===== config.mk =====
export PLATFORM = sky130hd
export DESIGN_NAME = clock_divider_bank_flat
export DESIGN_NICKNAME = d
export VERILOG_FILES = /design/src/rtl/clock_divider_bank_if.sv /design/src/rtl/clock_divider_bank.sv /design/src/flat_wrapper.sv
export SDC_FILE = /design/constraint.sdc
export NUM_CORES = 1
export LEC_CHECK = 0
export CAP_MARGIN = 20
export CORE_AREA = 5 5 257 197
export CTS_BUF_LIST = sky130_fd_sc_hd__clkbuf_8
export CTS_CLUSTER_SIZE = 24
export DETAILED_ROUTE_END_ITERATION = 8
export DIE_AREA = 0 0 262 202
export PLACE_DENSITY = 0.53
export SLEW_MARGIN = 20
export SYNTH_ARGS = -nofsm -noshare
export SYNTH_HDL_FRONTEND = slang
export SYNTH_SLANG_ARGS = --single-unit
export TNS_END_PERCENT = 100

===== constraint.sdc =====
create_clock -name clk -period 6.67 [get_ports clk]
set_clock_uncertainty 0.15 [all_clocks]
set_input_delay 0.667 -clock clk [delete_from_list [all_inputs] [get_ports clk]]
set_output_delay 0.667 -clock clk [all_outputs]
set_load 0.005 [all_outputs]

===== src/rtl/clock_divider_bank_if.sv =====
// Bundles the shared control inputs, per-channel configuration and per-channel
// outputs of the clock divider bank.
//
// Handshake: there is no valid/ready pair. enable is a level that is sampled on
// every rising clk edge. load is a single-cycle strobe that is sampled on a
// rising edge. Every output is a registered level that is valid for the whole
// cycle following the edge that produced it.
interface clock_divider_bank_if #(
   parameter int CHANNELS  = 4,
   parameter int CNT_WIDTH = 8
);
   logic                          enable;
   logic                          load;
   logic [CHANNELS*CNT_WIDTH-1:0] period;
   logic [CHANNELS*CNT_WIDTH-1:0] high_time;
   logic [CHANNELS*CNT_WIDTH-1:0] phase;
   logic [CHANNELS-1:0]           clk_out;
   logic [CHANNELS-1:0]           running;
   logic [CHANNELS-1:0]           period_start;
   // Per-channel FSM state, 2 bits each: 0=IDLE 1=DELAY 2=RUN 3=STOPPING
   logic [2*CHANNELS-1:0]         state_dbg;

   modport master (
      output enable, load, period, high_time, phase,
      input  clk_out, running, period_start, state_dbg
   );

   modport slave (
      input  enable, load, period, high_time, phase,
      output clk_out, running, period_start, state_dbg
   );
endinterface


===== src/rtl/clock_divider_bank.sv =====
// Bank of independent programmable clock dividers. Each channel produces a
// registered strobe whose period, high time and start delay are counted in
// system clock cycles. Stopping always finishes the current period, so a high
// pulse is never cut short. New timing can be loaded mid-run and takes effect
// at the next period boundary.
module clock_divider_bank #(
   parameter int CHANNELS  = 4,
   parameter int CNT_WIDTH = 8
) (
   input  logic                  clk,
   input  logic                  reset,
   clock_divider_bank_if.slave   bus
);

   localparam int W = CNT_WIDTH;

   typedef enum logic [1:0] {
      IDLE     = 2'd0,
      DELAY    = 2'd1,
      RUN      = 2'd2,
      STOPPING = 2'd3
   } state_t;

   for (genvar i = 0; i < CHANNELS; i++) begin : g_ch
      state_t         state_q;
      logic [W-1:0]   cnt_q;
      logic [W-1:0]   p_act_q, h_act_q;
      logic [W-1:0]   p_sh_q, h_sh_q;
      logic           pending_q;
      logic           clk_out_q, running_q, ps_q;

      logic [W-1:0]   p_in, h_in, d_in;
      logic [W-1:0]   p_eff, cnt_d, p_nxt_d, h_nxt_d;
      logic           wrap;

      assign p_in = bus.period[i*W +: W];
      assign h_in = bus.high_time[i*W +: W];
      assign d_in = bus.phase[i*W +: W];

      // Periods below two cycles cannot show both a high and a low phase.
      assign p_eff = (p_act_q < W'(2)) ? W'(2) : p_act_q;
      // >= rather than == keeps the counter bounded even after an odd reload.
      assign wrap  = (cnt_q >= p_eff - W'(1));
      assign cnt_d = cnt_q + W'(1);

      // Timing for the period that starts at a wrap: a load on the same edge
      // wins over an older pending shadow value.
      assign p_nxt_d = bus.load ? p_in : (pending_q ? p_sh_q : p_act_q);
      assign h_nxt_d = bus.load ? h_in : (pending_q ? h_sh_q : h_act_q);

      // Channel FSM; outputs are registered from the next state and count.
      always_ff @(posedge clk or posedge reset) begin
         if (reset) begin
            state_q   <= IDLE;
            cnt_q     <= '0;
            p_act_q   <= '0;
            h_act_q   <= '0;
            p_sh_q    <= '0;
            h_sh_q    <= '0;
            pending_q <= 1'b0;
            clk_out_q <= 1'b0;
            running_q <= 1'b0;
            ps_q      <= 1'b0;
         end else begin
            if (bus.load && state_q != IDLE) begin
               p_sh_q <= p_in;
               h_sh_q <= h_in;
            end
            case (state_q)
               IDLE: begin
                  pending_q <= 1'b0;
                  clk_out_q <= 1'b0;
                  running_q <= 1'b0;
                  ps_q      <= 1'b0;
                  cnt_q     <= '0;
                  if (bus.enable) begin
                     p_act_q <= p_in;
                     h_act_q <= h_in;
                     if (d_in == '0) begin
                        state_q   <= RUN;
                        clk_out_q <= (h_in != '0);
                        running_q <= 1'b1;
                        ps_q      <= 1'b1;
                     end else begin
                        state_q <= DELAY;
                        cnt_q   <= d_in - W'(1);
                     end
                  end
               end
               DELAY: begin
                  clk_out_q <= 1'b0;
                  running_q <= 1'b0;
                  ps_q      <= 1'b0;
                  if (bus.load) pending_q <= 1'b1;
                  if (!bus.enable) begin
                     state_q   <= IDLE;
                     cnt_q     <= '0;
                     pending_q <= 1'b0;
                  end else if (cnt_q == '0) begin
                     state_q   <= RUN;
                     clk_out_q <= (h_act_q != '0);
                     running_q <= 1'b1;
                     ps_q      <= 1'b1;
                  end else begin
                     cnt_q <= cnt_q - W'(1);
                  end
               end
               default: begin // RUN or STOPPING
                  if (wrap) begin
                     p_act_q   <= p_nxt_d;
                     h_act_q   <= h_nxt_d;
                     pending_q <= 1'b0;
                     cnt_q     <= '0;
                     if (state_q == STOPPING && !bus.enable) begin
                        state_q   <= IDLE;
                        clk_out_q <= 1'b0;
                        running_q <= 1'b0;
                        ps_q      <= 1'b0;
                     end else begin
                        state_q   <= bus.enable ? RUN : STOPPING;
                        clk_out_q <= (h_nxt_d != '0);
                        running_q <= 1'b1;
                        ps_q      <= 1'b1;
                     end
                  end else begin
                     if (bus.load) pending_q <= 1'b1;
                     state_q   <= bus.enable ? RUN : STOPPING;
                     cnt_q     <= cnt_d;
                     clk_out_q <= (cnt_d < h_act_q);
                     running_q <= 1'b1;
                     ps_q      <= 1'b0;
                  end
               end
            endcase
         end
      end

      assign bus.clk_out[i]          = clk_out_q;
      assign bus.running[i]          = running_q;
      assign bus.period_start[i]     = ps_q;
      assign bus.state_dbg[2*i +: 2] = state_q;
   end

endmodule


===== src/flat_wrapper.sv =====
// flat-port wrapper written by rule: the top's interface ports become plain ports
module clock_divider_bank_flat 
#(
   parameter int CHANNELS  = 4,
   parameter int CNT_WIDTH = 8
)
  (clk, reset, bus_enable, bus_load, bus_period, bus_high_time, bus_phase, bus_clk_out, bus_running, bus_period_start, bus_state_dbg);
  clock_divider_bank_if #(.CHANNELS(CHANNELS), .CNT_WIDTH(CNT_WIDTH)) bus_i ();
  input  logic clk;
  input  logic reset;
  input wire logic [$bits(bus_i.enable)-1:0] bus_enable;
  input wire logic [$bits(bus_i.load)-1:0] bus_load;
  input wire logic [$bits(bus_i.period)-1:0] bus_period;
  input wire logic [$bits(bus_i.high_time)-1:0] bus_high_time;
  input wire logic [$bits(bus_i.phase)-1:0] bus_phase;
  output wire logic [$bits(bus_i.clk_out)-1:0] bus_clk_out;
  output wire logic [$bits(bus_i.running)-1:0] bus_running;
  output wire logic [$bits(bus_i.period_start)-1:0] bus_period_start;
  output wire logic [$bits(bus_i.state_dbg)-1:0] bus_state_dbg;
  assign bus_i.enable = bus_enable;
  assign bus_i.load = bus_load;
  assign bus_i.period = bus_period;
  assign bus_i.high_time = bus_high_time;
  assign bus_i.phase = bus_phase;
  assign bus_clk_out = bus_i.clk_out;
  assign bus_running = bus_i.running;
  assign bus_period_start = bus_i.period_start;
  assign bus_state_dbg = bus_i.state_dbg;
  clock_divider_bank #(.CHANNELS(CHANNELS), .CNT_WIDTH(CNT_WIDTH)) u_core (.clk(clk), .reset(reset), .bus(bus_i));
endmodule

==> impl_metrics.ini <==
[run_status]
status = finished clean

[logic_synthesis]
ys_seq_area_frac = 0.391
syn_area_per_cell_um2 = 9.24
synth_area_um2 = 11800
synth.ff_latch_count = 184
synth_flop_cell = dfrtp_1
synthesis.nets = 1459
synth_cell_types = 65
yosys_warnings = 0
syn_inst = 1275
async_flop_share = 1.00
synth_edf_count = 0

[clock_network]
tritoncts = yes
cts_buffer_depth = 2
clk_pin_slew_ns = 0.10
cts-buffers-inserted = 17
clock_sinks = 184
postCtsSetupBuffers = 0
root_buffer = clkbuf_8
cts_hold_buf = 0
cts_max_level = 4
clkLatencyLatePin_ns = 0.51
post_cts_resized = 0

[drt]
wire_per_inst_um = 16.0
vias = 9670
first_iter_violations = 714
avgViaCountPerCell = 4.80
wirelength_mm = 32.2
detail_route.first_pass.iterations = 6
ant_nets = 0
drcViolationCount = 0

[worst_setup_path]
crit_end = u_core.g_ch[0].cnt_q[4]
crit_type = reg2reg
reg2reg_from = u_core.g_ch[0].p_act_q[2]
r2r-end = u_core.g_ch[0].cnt_q[4]
critical_path_arrival_ns = 4.32
cpMaxStageDelayCell = nor2_1
startpoint = u_core.g_ch[0].p_act_q[2]
cp_max_fo = 9
rr_worst_depth = 13
crit_required_ns = 6.97
cp_slowest_stage_delay_ns = 0.54
crit_path_end_kind = flip-flop
crit_path_start_kind = flip-flop
crit_chain = nor4_1 -> nand2_1 -> o21ai_0 -> ha_1 -> nand2_1 -> xor2_1 -> ha_1 -> a21o_1 -> a221oi_1 -> o21ai_0 -> nor2_1 -> a222oi_1 -> nor2_1
rrSetupSlack_ns = 2.65

[power]
switchingPower_mw = 2.47
ir_drop_mv = 0.171
comb_power_share = 0.475
total_power_mw = 5.68
seq_power_share = 0.387
powerDensity_nw_per_um2 = 407
internal_power_mw = 3.21
p_sw_frac = 0.435
clockPowerShare = 0.138
p_leak_nw = 5.81

[sta]
finalSetupViolCount = 0
max_freq_mhz = 248
rsz0062_at_grt = false
finalMaxSlewViolations = 0
min_period_ns = 4.02
finalHoldViolations = 0
tns_ns = 0
worst_pin_slew_ns = 1.05
slew_headroom = 0.301
min_period_over_period = 0.603

[floorplanning]
die_h_um = 202
coreArea_um2 = 47900
die_w_um = 262
row_count = 70
ios = 120
initial_core_util = 0.246
dieArea_um2 = 52900

[global_route]
grt_max_degree = 126
grt.total_usage = 0.122
grt_pass1_vias = 9412
grt_overflow_total = 0
grt_pass1_wl_mm = 52.4
antenna_found_initial = 0

[finish]
fin_nets = 1537
drive_gt1_frac = 0.0900
final_common_cell = dfrtp_1
n_antenna_cell = 0
final_cell_area_um2 = 14000
area_delta_synth_final_pct = 18.4
final_cell_mix = dfrtp_1, nor2_1, clkdlybuf4s50_1
fillCellCount = 5014
final_cell_count_no_fill = 2014

[placement]
io_buffers = 119
gp_congestion = 0.837
dp_hpwl_mm = 24.4
place_inst = 1982
placed_area_um2 = 13600

[hold_path]
hold_path_class = reg2reg
hold_depth = 1

[flow_run]
drv_cap = 0
-- worst max-delay path: cells and delay by family (launching register included) --
| family | cells | cell delay, ns |
|---|---|---|
| compound gates | 5 | 1.36 |
| fa+ha+maj | 2 | 0.61 |
| simple gates | 5 | 1.24 |
| flops | 1 | 0.44 |
| xor+xnor | 1 | 0.16 |
-- synthesized netlist by cell type, drive strengths merged, types with 4 or more instances --
master | instances | area share
nand2 | 71 | 0.023
xor2 | 34 | 0.025
clkbuf | 50 | 0.016
buf | 22 | 0.012
o221ai | 5 | 0.0037
inv | 59 | 0.019
nand3b | 30 | 0.019
o31ai | 4 | 0.0025
nor4 | 36 | 0.019
or3 | 4 | 0.0021
xnor2 | 51 | 0.038
nor2b | 8 | 0.0049
nand4 | 8 | 0.0042
a22oi | 4 | 0.0025
o21ai | 76 | 0.032
o2111ai | 5 | 0.0037
ha | 84 | 0.089
and3 | 10 | 0.0053
or4 | 9 | 0.0064
mux2 | 65 | 0.062
a211oi | 14 | 0.0089
nor3 | 27 | 0.011
and2 | 5 | 0.0027
a22o | 4 | 0.0030
o22ai | 12 | 0.0064
mux2i | 33 | 0.028
nor4b | 7 | 0.0057
a21oi | 98 | 0.042
a21o | 14 | 0.0089
nand2b | 14 | 0.0074
nand3 | 24 | 0.010
nor2 | 155 | 0.049
dfrtp | 184 | 0.39
o21a | 6 | 0.0038
a222oi | 9 | 0.0076
-- cell type report --
type                       count  area [µm²]  area share
clock inverter                12         115     0.00825
multi-input combinational    959        6630       0.475
inverter                      60         233      0.0167
tap                          648         811      0.0581
timing repair buffer         131        1280      0.0918
sequential                   184        4600       0.330
clock buffer                  20         275      0.0197
-- cell families after synthesis --
family                   Yosys count  share of synthesized area
AND/OR/NAND/NOR                  416                      0.177
AO/OA/AOI/OAI                    276                      0.143
flip-flops                       184                      0.391
adder cells (fa/ha/maj)           84                     0.0892
XOR/XNOR                          85                     0.0632
multiplexers                      98                     0.0901
buffers and inverters            132                     0.0469
-- state kept, by name, summed over array words and instances, names as in the netlist --
register               flops
u_core.g_ch.running_q      4
u_core.g_ch.state_q        8
u_core.g_ch.clk_out_q      4
u_core.g_ch.cnt_q         32
u_core.g_ch.pending_q      4
u_core.g_ch.p_sh_q        32
u_core.g_ch.p_act_q       32
u_core.g_ch.ps_q           4
u_core.g_ch.h_sh_q        32
u_core.g_ch.h_act_q       32
-- layer usage --
metal,global-route usage,vias to the layer above,share of wire
met1,0.184,4685,0.51
li1,-,4708,-
met4,0.0289,0,0.011
met2,0.178,253,0.42
met3,0.0290,24,0.056
met5,0,-,0
-- per-stage QoR --
| step | hold slack (ns) | setup slack (ns) | utilization |
|---|---|---|---|
| floorplan | 0.329 | 0.853 | - |
| global placement | 0.337 | 2.80 | 0.283 |
| detailed placement | 0.343 | 2.69 | 0.283 |
| CTS | 0.367 | 2.64 | 0.291 |
| global route | 0.373 | 2.11 | 0.291 |
| finish | 0.363 | 2.65 | 0.291 |
-- power by group through the flow --
stage / Combinational (mW) / Clock (mW) / Sequential, mW
6_report: 2.70 / 0.786 / 2.20
5_1_grt: 3.08 / 0.863 / 2.28
4_1_cts: 2.73 / 0.825 / 2.19
3_5_place_dp: 2.71 / 0 / 2.21
3_3_place_gp: 2.63 / 0 / 2.20
2_1_floorplan: 2.19 / 0 / 1.91
-- worst min path at each step --
stage                                  start                       end  slack, ns
floorplan           u_core.g_ch[3].p_sh_q[1]  u_core.g_ch[3].p_sh_q[1]       0.33
global placement    u_core.g_ch[0].p_sh_q[3]  u_core.g_ch[0].p_sh_q[3]       0.34
detailed placement  u_core.g_ch[3].p_sh_q[6]  u_core.g_ch[3].p_sh_q[6]       0.34
CTS                 u_core.g_ch[2].p_sh_q[4]  u_core.g_ch[2].p_sh_q[4]       0.37
global route        u_core.g_ch[2].p_sh_q[5]  u_core.g_ch[2].p_sh_q[5]       0.37
finish              u_core.g_ch[1].p_sh_q[2]  u_core.g_ch[1].p_sh_q[2]       0.36
(Power assumes the default switching activity.)
